$ cat config.mk
export PLATFORM = sky130hd
export DESIGN_NAME = ghash_accumulator
export DESIGN_NICKNAME = d
export VERILOG_FILES = /design/src/rtl/ghash_accumulator.sv
export SDC_FILE = /design/constraint.sdc
export NUM_CORES = 1
export LEC_CHECK = 0
export CELL_PAD_IN_SITES_DETAIL_PLACEMENT = 1
export CELL_PAD_IN_SITES_GLOBAL_PLACEMENT = 2
export CORE_AREA = 4 4 304 306
export CTS_BUF_LIST = sky130_fd_sc_hd__clkbuf_8
export CTS_CLUSTER_DIAMETER = 40
export DETAILED_ROUTE_END_ITERATION = 7
export DIE_AREA = 0 0 308 310
export GPL_ROUTABILITY_DRIVEN = 0
export HOLD_SLACK_MARGIN = 0.06
export MAX_ROUTING_LAYER = met4
export PLACE_DENSITY = 0.81
export SKIP_CTS_REPAIR_TIMING = 1
export SYNTH_ARGS = -nofsm -noshare
export SYNTH_HDL_FRONTEND = slang
export SYNTH_SLANG_ARGS = --single-unit
$ cat constraint.sdc
create_clock -name clk -period 6.8 [get_ports clk]
set_clock_uncertainty 0.1 [all_clocks]
set_input_delay 1.36 -clock clk [delete_from_list [all_inputs] [get_ports clk]]
set_output_delay 1.36 -clock clk [all_outputs]
set_load 0.01 [all_outputs]
$ cat src/rtl/ghash_accumulator.sv
// GHASH front-end: pads and absorbs AAD/CT blocks into Y via an external GF(2^128) multiplier, then folds in the length block.
// Optional AAD-after-CT ordering check is enabled with `define GHASH_ORDER_CHECK_EN.
module ghash_accumulator #(
    parameter int DATA_WIDTH = 128,
    parameter int CNT_WIDTH  = 61
) (
    input  logic                  clk,
    input  logic                  rst,
    input  logic                  start_i,
    input  logic [DATA_WIDTH-1:0] h_i,
    input  logic                  blk_valid_i,
    output logic                  blk_ready_o,
    input  logic [DATA_WIDTH-1:0] blk_data_i,
    input  logic [4:0]            blk_nbytes_i,
    input  logic                  blk_is_ct_i,
    input  logic                  blk_last_i,
    output logic [DATA_WIDTH-1:0] mul_h_o,
    output logic [DATA_WIDTH-1:0] mul_a_o,
    input  logic [DATA_WIDTH-1:0] mul_x_i,
    output logic                  tag_valid_o,
    output logic [DATA_WIDTH-1:0] tag_o,
    output logic                  err_o
);

    typedef enum logic [2:0] {IDLE, ABSORB, MUL, LEN, LMUL, DONE} state_t;

    state_t                state, state_nxt;
    logic [DATA_WIDTH-1:0] h_q, y_q, x_q;
    logic [CNT_WIDTH-1:0]  aad_cnt, ct_cnt;
    logic                  last_q;
    logic                  hs, ooo, absorb;
    logic [4:0]            nb;
    logic [DATA_WIDTH-1:0] pad;
    logic [63:0]           aad_bits, ct_bits;

    assign mul_h_o = h_q;
    assign mul_a_o = x_q;
    assign tag_o   = y_q;

    assign hs       = blk_valid_i && (state == ABSORB);
    assign nb       = (blk_nbytes_i > 5'd16) ? 5'd16 : blk_nbytes_i;
    assign absorb   = hs && (nb != 5'd0) && !ooo;
    assign aad_bits = 64'({aad_cnt, 3'b000});
    assign ct_bits  = 64'({ct_cnt, 3'b000});

    // Byte 0 sits in the top byte lane; bytes at or beyond nb are zeroed.
    always_comb begin
        pad = blk_data_i;
        for (int i = 0; i < 16; i++) begin
            if (5'(i) >= nb) pad[DATA_WIDTH-1-8*i -: 8] = 8'h00;
        end
    end

`ifdef GHASH_ORDER_CHECK_EN
    logic seen_ct, err_q;
    assign ooo   = !blk_is_ct_i && seen_ct;
    assign err_o = err_q;

    always_ff @(posedge clk) begin
        if (rst) begin
            seen_ct <= 1'b0;
            err_q   <= 1'b0;
        end else if (start_i && (state == IDLE || state == DONE)) begin
            seen_ct <= 1'b0;
            err_q   <= 1'b0;
        end else if (hs) begin
            seen_ct <= seen_ct | blk_is_ct_i;
            err_q   <= err_q | ooo;
        end
    end
`else
    assign ooo   = 1'b0;
    assign err_o = 1'b0;
`endif

    always_ff @(posedge clk) begin
        if (rst) state <= IDLE;
        else     state <= state_nxt;
    end

    always_comb begin
        state_nxt   = state;
        blk_ready_o = 1'b0;
        tag_valid_o = 1'b0;
        case (state)
            IDLE:   if (start_i) state_nxt = ABSORB;
            ABSORB: begin
                blk_ready_o = 1'b1;
                if (absorb)                 state_nxt = MUL;
                else if (hs && blk_last_i)  state_nxt = LEN;
            end
            MUL:    state_nxt = last_q ? LEN : ABSORB;
            LEN:    state_nxt = LMUL;
            LMUL:   state_nxt = DONE;
            DONE: begin
                tag_valid_o = 1'b1;
                if (start_i) state_nxt = ABSORB;
            end
            default: state_nxt = IDLE;
        endcase
    end

    always_ff @(posedge clk) begin
        if (rst) begin
            h_q     <= '0;
            y_q     <= '0;
            x_q     <= '0;
            aad_cnt <= '0;
            ct_cnt  <= '0;
            last_q  <= 1'b0;
        end else begin
            case (state)
                IDLE, DONE: if (start_i) begin
                    h_q     <= h_i;
                    y_q     <= '0;
                    x_q     <= '0;
                    aad_cnt <= '0;
                    ct_cnt  <= '0;
                    last_q  <= 1'b0;
                end
                ABSORB: if (absorb) begin
                    x_q    <= y_q ^ pad;
                    last_q <= blk_last_i;
                    if (blk_is_ct_i) ct_cnt  <= ct_cnt + CNT_WIDTH'(nb);
                    else             aad_cnt <= aad_cnt + CNT_WIDTH'(nb);
                end
                MUL:  y_q <= mul_x_i;
                LEN:  x_q <= y_q ^ {aad_bits, ct_bits};
                LMUL: y_q <= mul_x_i;
                default: ;
            endcase
        end
    end

endmodule

== After elaboration in Yosys (flattened, before gate mapping) ==
Index checks and enable logic that the tools add are counted.

* Flip-flop bits (word level): 510
* Logic and storage cells: 93
* Bits of input ports: 395
* Output and inout bits: 387

* Multiplexer cells: 38
* Eq/ne operators: 10
* Bitwise gates (word level): 2
* Order comparisons: 17
* Reduce and logical (&&, ||, !) cells: 17
* Add/sub/neg operators: 2

{| class="wikitable"
|+ Operators by type and width
! cell !! count
|-
| one-hot mux 128 bit (3 select lines) || 1
|-
| two-way mux 61 bit || 5
|-
| two-way mux 128 bit || 2
|-
| one-hot mux 128 bit (2 select lines) || 1
|-
| bitwise XOR 128 bit || 2
|-
| one-hot mux 61 bit (2 select lines) || 2
|-
| two-way mux 8 bit || 16
|-
| adder 61 x 5 -> 61 bit || 2
|-
| >= comparator 4 x 5 -> 1 bit (first input constant) || 8
|-
| >= comparator 3 x 5 -> 1 bit (first input constant) || 4
|-
| one-hot mux 3 bit (5 select lines) || 1
|-
| >= comparator 1 x 5 -> 1 bit (first input constant) || 2
|-
| >= comparator 2 x 5 -> 1 bit (first input constant) || 2
|-
| two-way mux 3 bit || 3
|-
| AND reduction 4 bit || 2
|-
| equality test 3 x 2 -> 1 bit (second input constant) || 2
|-
| equality test 3 bit (second input constant) || 2
|-
| inequality test 2 bit (second input constant) || 3
|-
| AND reduction 2 bit || 3
|-
| AND reduction 3 bit || 2
|-
| > comparator 5 bit (second input constant) || 1
|-
| two-way mux 5 bit || 1
|-
| nonzero test 5 bit || 1
|-
| two-way mux 1 bit || 4
|-
| 10 further kinds || 14
|}

== Logic depth before layout (Yosys ltp) ==
Gate-level depths: netlist of run 1.

* Depth in word-level cells: 7
* Mapped depth: 12
* Mapped depth without buffers: 8

== Worst setup path after synthesis of run 1 ==
Ideal clock, no wire load.

* Path type: in2reg
* Start: input port blk_nbytes_i[4]
* End: register aad_cnt[38]
* Path buffers: 4
* Setup time: 115 ps
* Slack: 2622 ps
* Data required time: 6585 ps
* Stages: 12
* Arrival time: 3963 ps
* Path through: clkbuf_1 clkbuf_1 nor2b_1 ha_1 fa_1 a21oi_1 o211ai_1 o21ai_1 clkbuf_1 clkbuf_1 nor3_1 o21a_1

* Word-level cells in the longest chain between the ends: 6
* Elaborated cells on any way between the ends: 10
* Those cells by class: add/sub: 1; order compare: 1; eq/ne: 1; mux: 4; reduce/logical: 3

{| class="wikitable"
|+ Ends and longest elaborated chain
! what !! RTL line !! source
|-
| from (decl) || 14 || <nowiki>input logic [4:0] blk_nbytes_i,</nowiki>
|-
| > comparator 5 bit || 41 || <nowiki>assign nb = (blk_nbytes_i > 5'd16) ? 5'd16 : blk_nbytes_i;</nowiki>
|-
| two-way mux 5 bit (*) || 41 ||
|-
| adder 61 x 5 -> 61 bit / nonzero test 5 bit (equally long branches) || 125, 42 ||
|-
| two-way mux 61 bit / logical AND 1 bit (equally long branches) || 124, 42 ||
|-
| two-way mux 61 bit / inequality test 2 bit (equally long branches) || -- ||
|-
| one-hot mux 61 bit (2 select lines) / AND reduction 4 bit (equally long branches) || -- ||
|-
| to (signal assigned) || 125 || <nowiki>else aad_cnt <= aad_cnt + CNT_WIDTH'(nb);</nowiki>
|-
| to (decl) || 29 || <nowiki>logic [CNT_WIDTH-1:0] aad_cnt, ct_cnt;</nowiki>
|}

Mark *: on every way between the ends. The rest lies on a longest branch, timed or not. The select of a mux whose other input is x is not followed.
A chain may end at the register's enable or synchronous reset.

== Worst setup path after layout of run 1 ==
* Start: input port blk_nbytes_i[4]
* End: register x_q[10], in the netlist mul_a_o[10]

* Word-level cells in the longest chain between the ends: 7
* Elaborated cells on any way between the ends: 11
* Those cells by class: order compare: 2; eq/ne: 1; mux: 4; bitwise: 1; reduce/logical: 3

{| class="wikitable"
|+ Ends and longest elaborated chain
! what !! RTL line !! source
|-
| > comparator 5 bit || 41 ||
|-
| two-way mux 5 bit (*) || 41 ||
|-
| >= comparator 4 x 5 -> 1 bit || 50 || <nowiki>if (5'(i) >= nb) pad[DATA_WIDTH-1-8*i -: 8] = 8'h00;</nowiki>
|-
| two-way mux 8 bit || 50 ||
|-
| bitwise XOR 128 bit || 122 || <nowiki>x_q <= y_q ^ pad;</nowiki>
|-
| two-way mux 128 bit || 121 || <nowiki>ABSORB: if (absorb) begin</nowiki>
|-
| one-hot mux 128 bit (3 select lines) || 112 || <nowiki>case (state)</nowiki>
|-
| to (signal assigned) || 122 ||
|-
| to (signal assigned) || 128 || <nowiki>LEN: x_q <= y_q ^ {aad_bits, ct_bits};</nowiki>
|-
| to (decl) || 28 || <nowiki>logic [DATA_WIDTH-1:0] h_q, y_q, x_q;</nowiki>
|}

Marks and branches as above.

==> results by group, run 1 <==
Critical path
  – CP required: 7.30 ns
  – Worst Path Max Fanout: 72
  – Crit path DAT: 4.81 ns
  – Register-to-Register Setup Slack: 3.29 ns
  – Reg2Reg Depth: 5
  – Critical path class: in2reg
  – CP startpoint kind: input port
  – Setup crit end: mul_a_o[10]
  – Setup crit end kind: flop
  – Worst stage delay on the critical path: 0.97 ns
  – Critical path, cell by cell: clkdlybuf4s50_1 > nor3_2 > buf_4 > a21oi_1 > o21a_4 > nor3_4 > buf_4 > a22o_1
  – Critical Path Most Common Cell: buf_4
  – Capturing point of the worst reg2reg path: mul_a_o[10]
  – Reg2reg start: state[1]
  – CP max stage cell: clkdlybuf4s50_1
  – Crit path from: blk_nbytes_i[4]

Synthesis
  – Syn_area_per_cell: 8.48 um^2
  – Synth warn: 0
  – Synth unique cells: 60
  – Async S/R FF share, synth: 0%
  – Main flop type after synthesis: dfxtp_1
  – Post-synth EDFFs: 0
  – #FFs+latches synth: 510
  – Syn Nets: 3013
  – Post-synthesis cell count: 2606
  – Post-Synthesis Cell Area: 22100 um^2
  – Sequential element share of the synthesized area: 46.2%

Timing
  – Worst slew pin tran: 1.39 ns
  – Tcrit/Tclk final: 63.4%
  – Final worst slack: 2.49 ns
  – Rel. slew slack: 7.44%
  – TNS Setup: 0 ns
  – Hold_ws: 0.352 ns
  – Final hold vios: 0
  – Maximum clock rate: 232 MHz
  – RSZ-0062 raised after global routing: no
  – Final setup viols: 0
  – Max Slew Vio Count: 0
  – Crit path time final: 4.31 ns

Worst hold path
  – Hold Path Class: reg2reg
  – Hold-critical path depth: 2
  – Hold Crit Start: mul_h_o[92]

Placed design
  – Placed cell count: 4391
  – PortBufs: 780
  – Pre-CTS WS: 1.75 ns
  – Cell Area, Placed: 31000 um^2
  – HPWL Detailed: 77700 um

Outcome
  – Status: completed

Drt
  – DRT iter0 DRCs: 1331
  – Post-DRT Antenna Nets: 0
  – Drt drc: 0
  – Routed vias/inst: 4.98
  – Wire length per cell: 23.0 um
  – DR vias: 22900
  – Final WL: 106000 um
  – Pre-Repair DR Iteration Count: 5

Floorplan
  – Die Ht: 310 um
  – Starting Density: 24.7%
  – # IOs: 782
  – Full die area: 95500 um^2
  – Row cnt: 110
  – Core ar.: 89600 um^2
  – Die Width: 308 um

GRT
  – Largest net degree at the start of global routing: 186
  – Vias in the first global route: 23100
  – Global-route wire length before repair: 153000 um
  – GRT Total Usage: 21.5%
  – Initial antenna violation count: 21
  – Gr ovfl total: 0

Clock tree
  – CTS tree: built
  – Clock transition at path regs: 0.05 ns
  – Clock Latency Late Sink: 0.76 ns
  – Clock Tree Buf Depth: 3
  – CTS Buf Count: 108
  – Root buffer cell: clkbuf_8
  – H-tree levels: 3
  – CTS Sinks: 510

Power and ir drop
  – Int Pwr: 6.32 mW
  – Gate power share: 18.2%
  – Flop pwr share: 36.8%
  – Clock Power Share: 44.9%
  – Switch share: 28.6%
  – P_sw: 2.53 mW
  – VDD IR-drop max: 186 uV
  – Total Power: 8.85 mW
  – Power Dens Cells: 263 nW/um^2
  – Pleak: 11.6 nW

Final layout
  – Area added between synthesis and finish: 52.2%
  – Core Util, Final: 37.5%
  – Nets: 3732
  – Layout cells sized above 1: 6.95%
  – Fin area: 33600 um^2
  – Post-Layout Cell Count: 4605

Run
  – Max_cap viols: 0
## power groups by stage
stage	logic, mW	registers (mW)	clock network, mW
finish	1.61	3.26	3.98
global route	1.74	3.28	4.23
CTS	1.64	3.26	4.08
detailed placement	1.64	3.32	0
global placement	1.62	3.32	0
floorplan	0.720	3.35	0
## worst min path at each step
stage	to	slack [ns]
global placement	mul_h_o[125]	0.34
CTS	mul_h_o[121]	0.35
finish	mul_h_o[92]	0.35
global route	mul_h_o[3]	0.37
floorplan	aad_cnt[0]	0.35
detailed placement	mul_h_o[121]	0.35
## registers in the layout, summed over array words and instances (netlist names)
signal   cells
aad_cnt     61
last_q       1
mul_h_o    128
ct_cnt      61
mul_a_o    128
tag_o      128
state        3
## layout make-up
class	instances	area, um^2
fillers	10400	56000
multi-input cells	1850	11000
flip-flops and latches	510	10200
repair buffers	811	8080
clock buffers	138	1900
well taps	1176	1470
clock inverters	58	716
inverters	44	165
diodes	18	45.0
## Yosys cell counts, types with 3 or more instances
| cell type | n | area share, % |
|---|---|---|
| a21oi_1 | 312 | 7.1 |
| a22o_1 | 72 | 2.9 |
| a22oi_1 | 199 | 6.8 |
| a31oi_1 | 3 | 0.085 |
| and2_1 | 6 | 0.17 |
| and3_1 | 9 | 0.25 |
| and4_1 | 7 | 0.28 |
| buf_1 | 10 | 0.17 |
| buf_2 | 8 | 0.18 |
| clkbuf_1 | 182 | 3.1 |
| dfxtp_1 | 510 | 46 |
| ha_1 | 10 | 0.57 |
| inv_1 | 44 | 0.75 |
| mux2i_1 | 36 | 1.6 |
| nand2_1 | 342 | 5.8 |
| nand3_1 | 151 | 3.4 |
| nand4_1 | 32 | 0.91 |
| nor2_1 | 182 | 3.1 |
| nor2b_1 | 11 | 0.31 |
| nor3_1 | 19 | 0.43 |
| nor3b_1 | 4 | 0.14 |
| nor4_1 | 13 | 0.37 |
| o2111ai_1 | 8 | 0.32 |
| o211ai_1 | 19 | 0.65 |
| o21a_1 | 20 | 0.68 |
| o21ai_0 | 55 | 1.2 |
| o21bai_1 | 3 | 0.10 |
| o31a_1 | 3 | 0.12 |
| o31ai_1 | 65 | 2.2 |
| or2_2 | 3 | 0.085 |
| or3_1 | 40 | 1.1 |
| or4_1 | 50 | 1.7 |
| xnor2_1 | 82 | 3.3 |
| xor2_1 | 62 | 2.5 |
## metal layers
metal,up-vias,track usage [%],routed length [um]
li1,10900,-,-
met1,11300,25.7,44500
met2,651,36.1,52000
met3,122,5.81,7130
met4,0,5.38,2250
met5,-,-,0
## cells by family after synthesis
logic type	synth area share [%]
AND/OR/NAND/NOR	18.7
AO/OA/AOI/OAI	22.7
flip-flops	46.2
buffers and inverters	4.25
XOR/XNOR	5.71
multiplexers	1.63
adder cells (fa/ha/maj)	0.747
other	0.0170
## worst max-delay path, delay by kind of cell
kind	cells	cell delay (ns)
buffers and inverters	3	1.54
AO/OA/AOI/OAI	3	1.62
AND/OR/NAND/NOR	2	0.08
## cells in the final DEF, fill, tap and decap left out, types with 6 or more instances in the layout
master,instances
and3_1,9
ha_1,10
a22oi_1,199
diode_2,18
a22o_1,72
dfxtp_1,509
clkbuf_8,138
nand2_1,342
and2_1,6
o31ai_1,65
o21a_1,19
inv_1,61
nor2b_1,10
o21ai_0,54
and4_1,7
buf_4,28
clkdlybuf4s50_1,779
xnor2_1,82
or3_1,40
nor3_1,19
nor4_1,13
nor2_1,179
nand4_1,32
o2111ai_1,7
xor2_1,62
bufinv_16,17
mux2i_1,36
a21oi_1,312
or4_1,50
clkinv_2,16
nand3_1,151
o211ai_1,19
No activity file was read; power rests on OpenSTA's default activity.
==> inputs of run 2 (changes only) <==
--- a/config.mk
+++ b/config.mk
@@ -7,15 +7,15 @@
 export LEC_CHECK = 0
 export CELL_PAD_IN_SITES_DETAIL_PLACEMENT = 1
 export CELL_PAD_IN_SITES_GLOBAL_PLACEMENT = 2
-export CORE_AREA = 4 4 304 306
+export CORE_MARGIN = 4
+export CORE_UTILIZATION = 24
 export CTS_BUF_LIST = sky130_fd_sc_hd__clkbuf_8
 export CTS_CLUSTER_DIAMETER = 40
 export DETAILED_ROUTE_END_ITERATION = 7
-export DIE_AREA = 0 0 308 310
 export GPL_ROUTABILITY_DRIVEN = 0
 export HOLD_SLACK_MARGIN = 0.06
 export MAX_ROUTING_LAYER = met4
-export PLACE_DENSITY = 0.81
+export PLACE_DENSITY = 0.82
 export SKIP_CTS_REPAIR_TIMING = 1
 export SYNTH_ARGS = -nofsm -noshare
 export SYNTH_HDL_FRONTEND = slang
==> constraint.sdc (replaced) <==
create_clock -name clk -period 3.6 [get_ports clk]
set_clock_uncertainty 0.1 [all_clocks]
set_input_delay 0.72 -clock clk [delete_from_list [all_inputs] [get_ports clk]]
set_output_delay 0.72 -clock clk [all_outputs]
set_load 0.01 [all_outputs]
==> run 2 against run 1 <==
  * Utilization fell by 0.38 points
  * Register-to-register slack worse by 2.6 ns
  * Non-clock buffer count is 57 higher
  * Largest power group unchanged
  * Highest routed layer unchanged
==> results by group, run 2 (same netlist as run 1, synthesis figures left out) <==
Placed design
  – PortBufs: 780 (unchanged)
  – Cell Area, Placed: 31600 um^2 (+2.1%)
  – HPWL Detailed: 79100 um (+1.7%)
  – Pre-CTS WS: -0.0451 ns (-1.80 ns)
  – Placed cell count: 4458 (+1.5%)

Critical path
  – Crit path DAT: 2.33 ns (-2.48 ns)
  – Worst stage delay on the critical path: 0.66 ns (-0.31 ns)
  – Critical path class: reg2out
  – Critical path, cell by cell: inv_1 > nor2_1 > clkdlybuf4s50_1
  – Reg2reg start: ct_cnt[17]
  – Capturing point of the worst reg2reg path: ct_cnt[33]
  – Crit path from: state[2]
  – Setup crit end: tag_valid_o
  – Buffer and inverter count on the worst path: 2 (-1)
  – CP delay by family, top: buffers and inverters
  – CP Depth: 3 (-5)
  – Register-to-Register Setup Slack: 0.65 ns (-2.64 ns)
  – Worst Path Max Fanout: 10 (-86%)
  – CP startpoint kind: flop
  – CP max stage cell: clkdlybuf4s50_1
  – Reg2Reg Depth: 5 (unchanged)
  – Setup crit end kind: output pin
  – CP required: 2.78 ns (-4.52 ns)

Floorplan
  – # IOs: 782 (unchanged)
  – Full die area: 97000 um^2 (+1.6%)
  – Row cnt: 111 (+0.91%)
  – Die Width: 311 um (+1.1%)
  – Starting Density: 24.1% (-0.52 points)
  – Die Ht: 311 um (+0.46%)
  – Core ar.: 91500 um^2 (+2.1%)

Final layout
  – # fillers: 10600 (+2.4%)
  – Most common cell after layout, fill and taps aside: clkdlybuf4s50_1
  – Commonest cells after routing, fill and taps aside: clkdlybuf4s50_1, dfxtp_1, nand2_1
  – Core Util, Final: 37.2% (-0.38 points)
  – Layout cells sized above 1: 8.19% (+1.2 points)
  – Fin area: 34000 um^2 (+1.1%)
  – Area added between synthesis and finish: 53.9%
  – Nets: 3790 (+1.6%)
  – Post-Layout Cell Count: 4676 (+1.5%)

GRT
  – Gr ovfl total: 0 (unchanged)
  – Initial antenna violation count: 24 (+14%)
  – GRT Total Usage: 21.5% (about the same)
  – Largest net degree at the start of global routing: 121 (-35%)
  – Vias in the first global route: 23300 (+0.66%)
  – Global-route wire length before repair: 156000 um (+2.2%)

Timing
  – Hold_ws: 0.234 ns (-0.119 ns)
  – Crit path time final: 3.15 ns
  – Final hold vios: 0 (unchanged)
  – Final worst slack: 0.453 ns (-2.03 ns)
  – Final setup viols: 0 (unchanged)
  – Worst slew pin tran: 1.02 ns (-0.372 ns)
  – Max Slew Vio Count: 0 (unchanged)
  – Rel. slew slack: 32.3% (+25 points)
  – Tcrit/Tclk final: 87.4%
  – Maximum clock rate: 318 MHz
  – RSZ-0062 raised after global routing: no

Drt
  – DRT iter0 DRCs: 1265 (-5.0%)
  – Pre-Repair DR Iteration Count: 6 (+1)
  – Final WL: 106000 um (+0.18%)
  – Post-DRT Antenna Nets: 0 (unchanged)
  – Drt drc: 0 (unchanged)
  – DR vias: 23200 (+1.0%)
  – Wire length per cell: 22.7 um (-1.3%)
  – Routed vias/inst: 4.95 (-0.49%)

Clock tree
  – Clock transition at path regs: 0.06 ns (about the same)
  – CTS Buf Count: 109 (+0.93%)
  – Clock Tree Buf Depth: 3 (unchanged)
  – CTS Sinks: 510 (unchanged)
  – Clock Latency Late Sink: 0.76 ns (about the same)
  – CTS tree: built
  – Root buffer cell: clkbuf_8
  – H-tree levels: 3 (unchanged)

Power and ir drop
  – Power Dens Cells: 468 nW/um^2 (+78%)
  – Pleak: 11.8 nW (+2.1%)
  – Switch share: 30.1% (+1.5 points)
  – Gate power share: 20.0% (+1.8 points)
  – P_sw: 4.79 mW (+89%)
  – Flop pwr share: 38.6% (+1.8 points)
  – Clock Power Share: 41.4% (-3.5 points)
  – VDD IR-drop max: 258 uV (+39%)
  – Int Pwr: 11.1 mW (+76%)

Worst hold path
  – Hold Path Class: in2reg

Run
  – Max_cap viols: 0 (unchanged)

Outcome
  – Status: completed
-- run 2: worst min-delay path by stage --
| stage | from | cells after the start | endpoint | slack (ns) |
|---|---|---|---|---|
| after floorplan | aad_cnt[0] | 2 | aad_cnt[0] | 0.35 |
| after global placement | mul_h_o[81] | 2 | mul_h_o[81] | 0.34 |
| after detailed placement | mul_h_o[109] | 2 | mul_h_o[109] | 0.35 |
| after CTS | rst | 2 | tag_o[31] | 0.18 |
| after global routing | rst | 2 | tag_o[31] | 0.20 |
| final | rst | 2 | tag_o[32] | 0.23 |
-- run 2: layout make-up --
class	instances	area [um^2]	share of cell area [%]
Multi-Input combinational cell	1850	11000	32.5
Timing Repair Buffer	868	8740	25.7
Clock buffer	135	1860	5.46
Tap cell	1186	1480	4.36
Antenna cell	21	52.6	0.154
Clock inverter	62	454	1.34
Inverter	44	165	0.486
Sequential cell	510	10200	30.0
-- run 2: routing by layer --
| metal | routed length, um | vias to the layer above | GRT usage [%] | share of wire (%) |
|---|---|---|---|---|
| met4 | 2220 | 0 | 5.26 | 2.1 |
| met3 | 6270 | 151 | 5.14 | 5.9 |
| met1 | 46300 | 11400 | 26.4 | 44 |
| met5 | 0 | - | - | 0 |
| met2 | 51300 | 634 | 35.7 | 48 |
| li1 | - | 11000 | - | - |
-- run 2: power groups by stage --
stage | Sequential (mW) | Combinational (mW) | Clock (mW)
final | 6.14 | 3.18 | 6.59
after global routing | 6.18 | 3.44 | 7.08
after CTS | 6.14 | 3.24 | 6.84
after detailed placement | 6.26 | 3.23 | 0
after global placement | 6.25 | 3.20 | 0
after floorplan | 6.33 | 1.36 | 0
-- run 2: through the flow --
stage	setup TNS [ns]	total power, mW
final	0	15.9
after global routing	0	16.7
after CTS	0	16.2
after detailed placement	-0.207	9.49
after global placement	0	9.46
after floorplan	0	7.69
==> inputs of run 3 (changes only) <==
--- a/config.mk
+++ b/config.mk
@@ -15,7 +15,7 @@
 export GPL_ROUTABILITY_DRIVEN = 0
 export HOLD_SLACK_MARGIN = 0.06
 export MAX_ROUTING_LAYER = met4
-export PLACE_DENSITY = 0.82
+export PLACE_DENSITY = 0.9
 export SKIP_CTS_REPAIR_TIMING = 1
 export SYNTH_ARGS = -nofsm -noshare
 export SYNTH_HDL_FRONTEND = slang
==> run 3 against run 2 <==
  * Utilization is essentially flat
  * Power grew 0.48%
  * Clock power grew 1%
  * Wire length shrank 0.13%
  * Hold slack gained 0.042 ns
  * Die area is the same
  * Cell count is essentially flat
  * Non-clock buffer count grew 4
  * Worst setup slack lost 0.23 ns
  * Sequential power is essentially flat
  * Critical endpoint is now blk_ready_o
  * Via count is essentially flat
==> results by group, run 3 (same netlist as run 1, synthesis figures left out) <==
Outcome
  – Status: completed

Run
  – Max_cap viols: 0 (unchanged)

Drt
  – DR vias: 23200 (+0.069%)
  – Final WL: 106000 um (-0.13%)
  – Pre-Repair DR Iteration Count: 5 (-1)
  – Wire length per cell: 22.6 um (-0.21%)
  – Drt drc: 0 (unchanged)
  – Post-DRT Antenna Nets: 0 (unchanged)
  – Routed vias/inst: 4.95 (about the same)
  – DRT iter0 DRCs: 1362 (+7.7%)

Timing
  – Final hold vios: 0 (unchanged)
  – Maximum clock rate: 296 MHz (-6.7%)
  – Max Slew Vio Count: 0 (unchanged)
  – Crit path time final: 3.37 ns (+0.227 ns)
  – Rel. slew slack: 27.1% (-5.2 points)
  – RSZ-0062 raised after global routing: no
  – Final worst slack: 0.226 ns (-0.227 ns)
  – Final setup viols: 0 (unchanged)
  – Tcrit/Tclk final: 93.7% (+6.3 points)
  – TNS Setup: 0 ns (unchanged)
  – Worst slew pin tran: 1.09 ns (+0.0775 ns)
  – Hold_ws: 0.276 ns (+0.0423 ns)

Critical path
  – Crit path DAT: 2.55 ns (+0.22 ns)
  – CP required: 2.78 ns (about the same)
  – CP startpoint kind: flop
  – Critical path, cell by cell: or3b_4 > inv_1 > clkdlybuf4s50_1
  – Capturing point of the worst reg2reg path: aad_cnt[60]
  – Reg2reg start: aad_cnt[36]
  – Setup crit end: blk_ready_o
  – CP max stage cell: clkdlybuf4s50_1
  – Worst stage delay on the critical path: 0.66 ns (about the same)
  – Register-to-Register Setup Slack: 0.63 ns (-0.02 ns)
  – Critical path class: reg2out
  – Crit path from: state[0]
  – Worst Path Max Fanout: 7 (-3)
  – Reg2Reg Depth: 5 (unchanged)
  – Setup crit end kind: output pin

Floorplan
  – Starting Density: 24.1% (unchanged)
  – Row cnt: 111 (unchanged)
  – Die Width: 311 um (unchanged)
  – Die Ht: 311 um (unchanged)
  – Core ar.: 91500 um^2 (unchanged)
  – # IOs: 782 (unchanged)
  – Full die area: 97000 um^2 (unchanged)

Clock tree
  – H-tree levels: 3 (unchanged)
  – CTS Buf Count: 110 (+0.92%)
  – CTS Sinks: 510 (unchanged)
  – Clock Latency Late Sink: 0.77 ns (about the same)
  – CTS tree: built
  – Clock Tree Buf Depth: 3 (unchanged)
  – Clock transition at path regs: 0.06 ns (about the same)
  – Root buffer cell: clkbuf_8

GRT
  – Gr ovfl total: 0 (unchanged)
  – Initial antenna violation count: 19 (-21%)
  – GRT Total Usage: 21.5% (-0.072 points)
  – Global-route wire length before repair: 156000 um (-0.11%)
  – Largest net degree at the start of global routing: 160 (+32%)
  – Vias in the first global route: 23800 (+2.1%)

Placed design
  – Pre-CTS WS: -0.124 ns (-0.0789 ns)
  – HPWL Detailed: 78900 um (-0.25%)
  – PortBufs: 780 (unchanged)

Final layout
  – Area added between synthesis and finish: 53.8% (about the same)
  – Core Util, Final: 37.1% (about the same)
  – Commonest cells after routing, fill and taps aside: clkdlybuf4s50_1, dfxtp_1, nand2_1
  – Layout cells sized above 1: 8.31% (+0.13 points)
  – Most common cell after layout, fill and taps aside: clkdlybuf4s50_1
  – # fillers: 10700 (+0.18%)
  – Nets: 3795 (+0.13%)

Power and ir drop
  – Gate power share: 19.9% (about the same)
  – Clock Power Share: 41.7% (+0.3 points)
  – Switch share: 30.4% (+0.28 points)
  – Total Power: 16.0 mW (+0.48%)
  – Pleak: 11.8 nW (about the same)
  – VDD IR-drop max: 279 uV (+8.3%)
  – P_sw: 4.86 mW (+1.4%)
  – Int Pwr: 11.1 mW (about the same)
  – Flop pwr share: 38.5% (about the same)
  – Power Dens Cells: 471 nW/um^2 (+0.56%)

Worst hold path
  – Hold Path Class: in2reg
## run 3: changes by cell type in the layout (fill, tap and decap cells not counted), sizes merged
| cell | delta |
|---|---|
| dlymetal6s2s | -1 |
| bufinv | +2 |
| inv | +3 |
| buf | +4 |
| clkbuf | -7 |
| clkdlybuf4s50 | +1 |
| diode | -3 |
| clkinv | +4 |
| clkinvlp | +1 |
## run 3: worst max-delay path, delay by kind of cell, from the launching register on
family / cells / cell delay, ns
flops: 1 / 0.51
buf+inv: 2 / 0.81
simple gates: 1 / 0.47
## run 3: final cells by class
type	count	area, um^2	share of cell area [%]
repair buffers	872	8720	25.6
clock inverters	72	561	1.65
diodes	18	45.0	0.133
well taps	1186	1480	4.37
flip-flops and latches	510	10200	30.1
clock buffers	128	1760	5.18
inverters	44	165	0.486
multi-input cells	1850	11000	32.5
## run 3: metal layers
layer / share of wire (%) / routed length [um] / global-route usage [%] / vias up
met1: 42 / 44600 / 25.3 / 11400
met4: 2.4 / 2550 / 5.72 / 0
met5: 0 / 0 / - / -
met2: 50 / 52400 / 36.7 / 636
li1: - / - / - / 11000
met3: 5.9 / 6300 / 5.03 / 152
## run 3: metrics by stage
step / cells / instance area (um^2)
final: 4680 / 34000
after CTS: 4662 / 33900
after floorplan: 2606 / 22100
after global placement: 4462 / 31600
after detailed placement: 4462 / 31600
after global routing: 4679 / 34000
## run 3: power groups by stage
stage	Combinational, mW	Clock (mW)	Sequential [mW]
floorplan	1.36	0	6.33
global placement	3.18	0	6.26
detailed placement	3.22	0	6.27
CTS	3.23	6.85	6.15
global route	3.43	7.12	6.18
finish	3.18	6.66	6.15
## run 3: worst min-delay path by stage
stage	start	cells after the start	end
after floorplan	aad_cnt[0]	2	aad_cnt[0]
after global placement	mul_h_o[118]	2	mul_h_o[118]
after detailed placement	mul_h_o[124]	2	mul_h_o[124]
after CTS	rst	2	tag_o[31]
after global routing	rst	2	tag_o[59]
final	rst	2	tag_o[44]
